<file path="src/rtl/fetch_pkg.sv">
// fetch_pkg: shared widths and types for the instruction-fetch block.
//   ADDR_W        - byte-address width of the fetch PC / iaddr
//   DATA_W        - instruction width
//   fetch_state_t - fetch FSM state (RUN, FAULT)
//   fetch_entry_t - {pc, ins} pair handed to decode
package fetch_pkg;

    localparam int unsigned ADDR_W = 6;
    localparam int unsigned DATA_W = 32;

    typedef enum logic {
        RUN,
        FAULT
    } fetch_state_t;

    typedef struct packed {
        logic [ADDR_W-1:0] pc;
        logic [DATA_W-1:0] ins;
    } fetch_entry_t;

endpackage

</file>
<file path="src/rtl/fetch_skid_buf.sv">
// fetch_skid_buf: two-entry fetch buffer made of the decode-facing output register plus
// one skid entry, so a word already in flight when decode stalls is never dropped.
//   clk_i         - clock, rising edge
//   rst_i         - asynchronous active-high reset
//   push_i        - an arriving entry is presented this cycle
//   push_entry_i  - the arriving {pc, ins}
//   pop_i         - decode ready; a pop occurs when out_valid_o && pop_i
//   flush_i       - discard everything buffered (arriving entry included)
//   out_valid_o   - output register holds a valid entry
//   out_entry_o   - output register contents
//   occupancy_o   - number of valid entries held (output + skid)
module fetch_skid_buf
    import fetch_pkg::*;
(
    input  logic         clk_i,
    input  logic         rst_i,
    input  logic         push_i,
    input  fetch_entry_t push_entry_i,
    input  logic         pop_i,
    input  logic         flush_i,
    output logic         out_valid_o,
    output fetch_entry_t out_entry_o,
    output logic [1:0]   occupancy_o
);

    logic         out_valid_q, out_valid_d;
    fetch_entry_t out_entry_q, out_entry_d;
    logic         skid_valid_q, skid_valid_d;
    fetch_entry_t skid_entry_q, skid_entry_d;

    logic out_free;

    always_comb begin
        out_valid_d  = out_valid_q;
        out_entry_d  = out_entry_q;
        skid_valid_d = skid_valid_q;
        skid_entry_d = skid_entry_q;
        // Output register can take a new entry if it is empty or drains this cycle.
        out_free     = !out_valid_q || pop_i;

        if (flush_i) begin
            out_valid_d  = 1'b0;
            skid_valid_d = 1'b0;
        end else if (out_free) begin
            if (skid_valid_q) begin
                // Older skid entry moves forward; the arrival takes its place.
                out_valid_d  = 1'b1;
                out_entry_d  = skid_entry_q;
                skid_valid_d = push_i;
                if (push_i) begin
                    skid_entry_d = push_entry_i;
                end
            end else begin
                out_valid_d = push_i;
                if (push_i) begin
                    out_entry_d = push_entry_i;
                end
            end
        end else if (push_i) begin
            // The issue rule keeps the skid empty whenever this path is taken.
            skid_valid_d = 1'b1;
            skid_entry_d = push_entry_i;
        end
    end

    always_ff @(posedge clk_i or posedge rst_i) begin
        if (rst_i) begin
            out_valid_q  <= 1'b0;
            out_entry_q  <= '0;
            skid_valid_q <= 1'b0;
            skid_entry_q <= '0;
        end else begin
            out_valid_q  <= out_valid_d;
            out_entry_q  <= out_entry_d;
            skid_valid_q <= skid_valid_d;
            skid_entry_q <= skid_entry_d;
        end
    end

    assign out_valid_o = out_valid_q;
    assign out_entry_o = out_entry_q;
    assign occupancy_o = {1'b0, out_valid_q} + {1'b0, skid_valid_q};

endmodule

</file>
<file path="src/rtl/fetch_unit.sv">
// fetch_unit: instruction-fetch initiator. Holds the fetch PC, issues one word per cycle to a
// synchronous 1-cycle-latency instruction memory, and delivers {pc, ins} to decode through
// a valid/ready handshake. Handles backpressure, branch redirects and misaligned-PC faults.
//   clk_i            - clock, rising edge
//   rst_i            - asynchronous active-high reset
//   en_i             - run enable; no new fetches while low
//   iaddr_o          - byte address to instruction memory (= pc_q)
//   idata_i          - memory read data for the address presented at the previous edge
//   redirect_valid_i - one-cycle branch/jump redirect request
//   redirect_pc_i    - redirect target
//   out_valid_o      - decode entry valid
//   out_ins_o        - instruction
//   out_pc_o         - address of out_ins_o
//   out_ready_i      - decode accepts when out_valid_o && out_ready_i at an edge
//   fault_o          - sticky misaligned-fetch fault
module fetch_unit #(
    parameter int unsigned ADDR_W = 6,
    parameter int unsigned DATA_W = 32,
    parameter logic [ADDR_W-1:0] RESET_PC = '0
) (
    input  logic              clk_i,
    input  logic              rst_i,
    input  logic              en_i,
    output logic [ADDR_W-1:0] iaddr_o,
    input  logic [DATA_W-1:0] idata_i,
    input  logic              redirect_valid_i,
    input  logic [ADDR_W-1:0] redirect_pc_i,
    output logic              out_valid_o,
    output logic [DATA_W-1:0] out_ins_o,
    output logic [ADDR_W-1:0] out_pc_o,
    input  logic              out_ready_i,
    output logic              fault_o
);

    import fetch_pkg::*;

    fetch_state_t      state_q, state_d;
    logic [ADDR_W-1:0] pc_q, pc_d;
    logic              inflight_q, inflight_d;
    logic [ADDR_W-1:0] inflight_pc_q, inflight_pc_d;

    logic         redirect;
    logic         pop;
    logic         misaligned;
    logic         issue;
    logic         fault_set;
    logic [2:0]   occ;
    logic [1:0]   buf_occ;
    logic         buf_out_valid;
    fetch_entry_t buf_out_entry;
    fetch_entry_t arrival;

    always_comb begin
        redirect   = redirect_valid_i && (state_q == RUN);
        pop        = buf_out_valid && out_ready_i;
        misaligned = (pc_q[1:0] != 2'b00);
        // Entries that will be held after this edge if nothing new is issued.
        occ        = {1'b0, buf_occ} + {2'b00, inflight_q} - {2'b00, pop};
        issue      = (state_q == RUN) && en_i && !redirect && !misaligned && (occ < 3'd2);
        fault_set  = (state_q == RUN) && en_i && !redirect && misaligned;

        arrival.pc  = inflight_pc_q;
        arrival.ins = idata_i;

        state_d       = fault_set ? FAULT : state_q;
        inflight_d    = issue;
        inflight_pc_d = issue ? pc_q : inflight_pc_q;
        pc_d          = pc_q;
        if (redirect) begin
            pc_d = redirect_pc_i;
        end else if (issue) begin
            pc_d = pc_q + ADDR_W'(4);
        end
    end

    always_ff @(posedge clk_i or posedge rst_i) begin
        if (rst_i) begin
            state_q       <= RUN;
            pc_q          <= RESET_PC;
            inflight_q    <= 1'b0;
            inflight_pc_q <= '0;
        end else begin
            state_q       <= state_d;
            pc_q          <= pc_d;
            inflight_q    <= inflight_d;
            inflight_pc_q <= inflight_pc_d;
        end
    end

    // A redirect discards the in-flight word and everything buffered.
    fetch_skid_buf u_skid_buf (
        .clk_i        (clk_i),
        .rst_i        (rst_i),
        .push_i       (inflight_q),
        .push_entry_i (arrival),
        .pop_i        (out_ready_i),
        .flush_i      (redirect),
        .out_valid_o  (buf_out_valid),
        .out_entry_o  (buf_out_entry),
        .occupancy_o  (buf_occ)
    );

    assign iaddr_o     = pc_q;
    assign out_valid_o = buf_out_valid;
    assign out_ins_o   = buf_out_entry.ins;
    assign out_pc_o    = buf_out_entry.pc;
    assign fault_o     = (state_q == FAULT);

endmodule

</file>
<file path="config.mk">
export PLATFORM = sky130hd
export DESIGN_NAME = fetch_unit
export DESIGN_NICKNAME = d
export VERILOG_FILES = /design/src/rtl/fetch_pkg.sv /design/src/rtl/fetch_skid_buf.sv /design/src/rtl/fetch_unit.sv
export SDC_FILE = /design/constraint.sdc
export NUM_CORES = 1
export LEC_CHECK = 0
export CORE_MARGIN = 4
export CORE_UTILIZATION = 41
export DETAILED_ROUTE_END_ITERATION = 6
export GPL_TIMING_DRIVEN = 0
export PLACE_DENSITY = 0.67
export SYNTH_ARGS = -nofsm -noshare
export SYNTH_HDL_FRONTEND = slang
export SYNTH_SLANG_ARGS = --single-unit
export TNS_END_PERCENT = 5
</file>
<file path="constraint.sdc">
create_clock -name clk_i -period 3.4 [get_ports clk_i]
set_input_delay 0.34 -clock clk_i [delete_from_list [all_inputs] [get_ports clk_i]]
set_output_delay 0.34 -clock clk_i [all_outputs]
set_load 0.01 [all_outputs]
</file>
# After elaboration in Yosys (flattened, before gate mapping)
# Cells that the tools add are included.
# Widths: inputs -> output; s select.
# word_totals
register_bits	92
inputBits	43
wordCells	50
# op_classes
addsub	4
magnitude_cmp	1
n_eq_ne	1
muxes	14
n_bitwise	2
n_reduce_logical	18
# ops
operator	count
$mux 38	5
$mux 6	2
$reduce_bool 2->1	4
$logic_and 1x1->1	7
$mux 1	7
$add 6x3->6 const B	1
$add 2x1->3	1
$logic_not 1->1	3
$lt 3x2->1 const B	1
$reduce_and 3->1	1
$reduce_bool 3->1	1
$sub 3x1->3	1
$add 1x1->2	1
$ne 2x1->1 const B	1
$not 1->1	2
$reduce_and 2->1	1
$logic_or 1x1->1	1

# Longest topological paths before layout
# depth
word_depth	8
mapped_depth	10
ltp_nobuf	8

# Hierarchy
# A second synthesis with hierarchy kept.
# unflattened
hier_cells	278
area_unflattened_um2	4296.6
# by_module_without_submodules
mod	instances	cells_per_inst	area_per_inst_um2	seq_area_each_um2
fetch_skid_buf	1	217	3632.2	1951.9
fetch_unit	1	61	664.4	350.3

# Least setup slack after synthesis
# No wires, ideal clock.
# synth_path
kind	register to register
from	register u_skid_buf.skid_valid_q
to	register inflight_pc_q[3]
setup_time_ns	0.125
t_arrival_ns	2.637
required_time_ns	3.275
path_slack_ns	0.639
stages_incl_launch_ff	11
n_path_buf	2
period_less_slack_ns	2.761
path_cell_list	dfrtp_1 > clkbuf_1 > clkbuf_1 > inv_1 > ha_1 > inv_1 > ha_1 > a21oi_1 > xnor2_1 > nand2b_1 > mux2_2
# synth_between
elab_chain_len	5
# synth_lines
element	line_no	source
start, declared	fetch_skid_buf.sv:28	logic skid_valid_q, skid_valid_d;
start signal, assigned	fetch_skid_buf.sv:75	skid_valid_q <= skid_valid_d;
$add 1x1->2	fetch_skid_buf.sv:82	assign occupancy_o = {1'b0, out_valid_q} + {1'b0, skid_valid_q};
$add 2x1->3	fetch_unit.sv:58	occ = {1'b0, buf_occ} + {2'b00, inflight_q} - {2'b00, pop};
$sub 3x1->3	fetch_unit.sv:58	
$lt 3x2->1	fetch_unit.sv:59	issue = (state_q == RUN) && en_i && !redirect && !misaligned && (occ < 3'd2);
$logic_and 1x1->1	fetch_unit.sv:59	
end signal, assigned	fetch_unit.sv:86	inflight_pc_q <= inflight_pc_d;
end, declared	fetch_unit.sv:40	logic [ADDR_W-1:0] inflight_pc_q, inflight_pc_d;
# No other way between the ends.
# A chain may end at the register's enable or synchronous reset.

# Worst setup path after layout
# layout_path
from	register u_skid_buf.skid_valid_q
to	register inflight_pc_q[4]
# Same word-level chain as after synthesis.

==> impl_summary.md <==
Worst setup path
STA classifies the critical path endpoint as a flop. The required time reported for the critical path endpoint is ~3.6 ns. The worst setup path is launched from a flop.

The reg-to-reg critical path startpoint is u_skid_buf.skid_valid_q. The slack of the worst reg-to-reg path is between 0.4 and 0.5 ns. In this run the worst setup path begins at u_skid_buf.skid_valid_q. The worst path arrival time is 3.22 ns.

Along the worst path, the maximum fanout reaches 10. The setup path with the least slack is of type reg2reg.

Worst hold path
The worst hold path belongs to the class in2async.

Floorplanning
The die span in x is about 110 um. The vertical extent of the die is around 110 um. The number of cell rows is 35. The effective utilization at floorplan is 42.2%.

The area of the core region is roughly 9300 sq um. The count of boundary I/O pins is 89. The die covers around 11,000 sq um.

Clock network
TritonCTS built the clock tree. The number of buffers on the longest clock path is 2. After clock tree synthesis, the clock-pin slew on the worst setup and hold paths is around 0.09 ns. The clock root buffer is sky130_fd_sc_hd__clkbuf_8. The number of clock sinks seen by CTS is 92. The later-pin clock latency in the skew report is about 0.35 ns. The number of buffers inserted during clock tree synthesis is 9. The number of H-tree levels is 3.

Power and ir drop
The total power after layout is 3.45 mW. The analysis attributes to net switching a power of 0.984 mW. Per report_power, the sequential group accounts for between 40% and 50% of the total. The worst-case IR drop observed on VDD is between 0.3 and 0.4 mV. The power density over the cells is ~660 nW/um^2. The design internal power is ~2.5 mW. The clock network burns between 20% and 30% of the power. Combinational cells account for a little under a third of the total power. The analysis attributes to cell leakage a power of 2.26 nW. The switching part of the total power is approximately 29%.

Timing
Setup repair after global routing left no endpoint under its margin. Headroom to the max-slew limit came out at between 40% and 50%. The post-route clock period utilization is 87.7%.

The smallest clock period supported by the final layout is computed as 2.98 ns. The final number of max-transition violations is 0. The final hold violation count is 0.

Across all hold checks on the routed design, the worst slack comes to between 0.3 and 0.4 ns. The achievable clock frequency is 336 MHz. The count of final setup violators is 0. The transition at the pin with the smallest max-transition slack is 0.800 ns. Between clock sinks in the finished design, the worst skew comes to slightly below 0.009 ns.

Placed design
The congestion estimate from routability-driven global placement came to about 0.73. After detailed placement, the total cell area comes to roughly 5000 sq um. The count of placed standard cells including taps is between 500 and 600.

The wire-length estimate of the detail-placed layout is a little under 6000 um. In this run the tool buffered the top-level ports with between 80 and 90 buffer cells.

Cells and area
The area growth from synthesis to layout is 33.3%. The final-stage net count is roughly 470. With fillers left out, the area of the finished cells amounts to around 5200 sq um.

The share of cells above drive strength 1 is approximately 16%. Leaving out filler cells and counting taps, the final layout contains 559. The number of antenna diodes in the final layout is 0.

Synth
The number of standard cells after synthesis is around 330. After synthesis, flip-flops and latches occupy roughly 59% of the total area. The netlist area before placement is roughly 4000 sq um.

When the netlist entered floorplanning its net count stood at roughly 370. Of all flip-flops after synthesis, the portion carrying an async set or reset was between 90% and 100%. The leading register cell type out of synthesis is sky130_fd_sc_hd__dfrtp_1. The flip-flop and latch count after synthesis is 92.

The number of different library cells in the post-synthesis netlist is 32. The total number of yosys warnings is 0. Averaged over all synthesized cells, the footprint is 12.0 sq um. The synthesized design contains 0 enable-type register cells.

Global routing
The largest net degree at the start of global routing is 65. The total global-route track usage is about 16%. The total grt overflow is 0. The initial antenna violation count is 0.

The number of global-route vias before repair is 2,942. The first global-routing pass estimated roughly 15,000 um of wire.

Route
The initial detailed-routing violation count is between 60 and 70. In the routed layout, each cell is associated on average with a via count of 4.96. The total wire length is between 8000 and 9000 um. The routed layout has 2,770 vias. The number of design rule violations left after detail routing is 0. The detail route stage leaves a number of antenna-violating nets equal to 0.

The post-detailed-route wirelength per cell is 15.2 um. The pre-antenna-repair detailed-routing pass consisted of 4 iterations.

Status
The flow ran to the end, and the final reports show no timing, DRC or antenna violations.

Job
Across the run, the number of max-cap violations was 0.
==> cells in the mapped netlist, types with 2 or more instances <==
library cell	count	area [sq um]
sky130_fd_sc_hd__a21oi_1	40	200
sky130_fd_sc_hd__and2_1	4	25.0
sky130_fd_sc_hd__buf_1	6	22.5
sky130_fd_sc_hd__buf_2	4	20.0
sky130_fd_sc_hd__clkbuf_1	9	33.8
sky130_fd_sc_hd__dfrtp_1	92	2300
sky130_fd_sc_hd__ha_1	3	37.5
sky130_fd_sc_hd__inv_1	4	15.0
sky130_fd_sc_hd__mux2_2	41	462
sky130_fd_sc_hd__mux2i_1	38	380
sky130_fd_sc_hd__nand2_1	8	30.0
sky130_fd_sc_hd__nand2b_1	3	18.8
sky130_fd_sc_hd__nand3_1	5	25.0
sky130_fd_sc_hd__nor2_1	44	165
sky130_fd_sc_hd__nor2b_1	2	12.5
sky130_fd_sc_hd__nor3_1	2	10.0
sky130_fd_sc_hd__nor3b_1	2	15.0
sky130_fd_sc_hd__o21ai_0	3	15.0
sky130_fd_sc_hd__or3_2	2	15.0
==> critical path, cell delays in order, from the launching register on <==
cell and delay, ns:
sky130_fd_sc_hd__dfrtp_1 0.33, sky130_fd_sc_hd__clkbuf_1 0.32, sky130_fd_sc_hd__clkbuf_2 0.38, sky130_fd_sc_hd__inv_1 0.08, sky130_fd_sc_hd__ha_1 0.28, sky130_fd_sc_hd__inv_1 0.04, sky130_fd_sc_hd__ha_1 0.26, sky130_fd_sc_hd__a21oi_1 0.20
sky130_fd_sc_hd__xnor2_2 0.22, sky130_fd_sc_hd__nand2b_1 0.37, sky130_fd_sc_hd__mux2_2 0.37
==> layer usage <==
layer / track usage, % / vias to the layer above / wire length, um
met3: 3.67 / 9 / 407
li1: - / 1332 / -
met1: 22.1 / 1357 / 3950
met2: 25.6 / 72 / 4010
met4: 6.11 / 0 / 107
met5: 0 / - / 0
==> worst paths after layout <==
path / endpoint / cells past startpoint
max: inflight_pc_q[4] / 10
min: u_skid_buf.out_entry_o[21] / 2
max reg2reg: inflight_pc_q[4] / 10
min reg2reg: u_skid_buf.skid_entry_q[11] / 1
max in group asynchronous: u_skid_buf.skid_entry_q[36] / 3
min in group clk_i: u_skid_buf.skid_entry_q[11] / 1
==> per-stage QoR <==
| stage | setup WS, ns | TNS [ns] | utilization, % |
|---|---|---|---|
| final | 0.420 | 0 | 56.2 |
| after global routing | 0.148 | 0 | 56.2 |
| after CTS | 0.227 | 0 | 56.1 |
| after detailed placement | 0.0171 | 0 | 53.7 |
| after floorplan | 0.639 | 0 | - |
| after global placement | -0.798 | -72.95 | 53.4 |
==> cells by family after synthesis <==
logic type,after synthesis,share of synthesized area (%)
AO/OA/AOI/OAI,51,7.03
XOR/XNOR,1,0.224
adder cells (fa/ha/maj),3,0.959
buffers and inverters,23,2.33
flip-flops,92,58.8
multiplexers,79,21.5
AND/OR/NAND/NOR,76,9.11
==> area by class of cell <==
| cell class | instances | area [sq um] |
|---|---|---|
| Buffer | 19 | 77.6 |
| Clock buffer | 10 | 138 |
| Multi-Input combinational cell | 210 | 1530 |
| Timing Repair Buffer | 89 | 908 |
| Clock inverter | 6 | 86.3 |
| Inverter | 4 | 17.5 |
| Fill cell | 849 | 4070 |
| Sequential cell | 92 | 2300 |
| Tap cell | 129 | 161 |
==> placed cells by master (no fill, tap or decap), types with 2 or more instances in the layout <==
cell type and instances:
sky130_fd_sc_hd__nand3_1 5, sky130_fd_sc_hd__nor2_1 44, sky130_fd_sc_hd__clkbuf_8 10, sky130_fd_sc_hd__mux2_2 41
sky130_fd_sc_hd__bufinv_16 2, sky130_fd_sc_hd__ha_1 3, sky130_fd_sc_hd__nor3b_1 2, sky130_fd_sc_hd__nand2b_1 3
sky130_fd_sc_hd__clkinv_2 2, sky130_fd_sc_hd__clkbuf_1 8, sky130_fd_sc_hd__and2_1 4, sky130_fd_sc_hd__a21oi_1 40
sky130_fd_sc_hd__nor2b_1 2, sky130_fd_sc_hd__clkdlybuf4s50_1 88, sky130_fd_sc_hd__or3_2 2, sky130_fd_sc_hd__mux2i_1 38
sky130_fd_sc_hd__o21ai_0 3, sky130_fd_sc_hd__buf_2 4, sky130_fd_sc_hd__inv_1 3, sky130_fd_sc_hd__nand2_1 8
sky130_fd_sc_hd__dfrtp_1 92, sky130_fd_sc_hd__nor3_1 2, sky130_fd_sc_hd__buf_1 6
==> repair_timing <==
action | in CTS | in global routing
resized for setup | 1 | 1
buffers inserted | 0 | 0
hold buffers | 0 | 0
setup endpoints to repair | 3 | 3
==> sequential cells by signal, summed over array words and instances, names as in the netlist <==
signal and count:
fault_o 1, iaddr_o 6, inflight_pc_q 6, inflight_q 1, u_skid_buf.out_entry_o 38, u_skid_buf.out_valid_o 1
u_skid_buf.skid_entry_q 38, u_skid_buf.skid_valid_q 1
==> power by group through the flow <==
| stage | registers, mW | clock network [mW] | logic (mW) |
|---|---|---|---|
| after global placement | 1.58 | 0 | 1.06 |
| after CTS | 1.57 | 0.841 | 1.09 |
| after floorplan | 1.69 | 0 | 0.308 |
| final | 1.56 | 0.811 | 1.07 |
| after detailed placement | 1.59 | 0 | 1.09 |
| after global routing | 1.62 | 0.896 | 1.17 |
(Power assumes the default switching activity.)
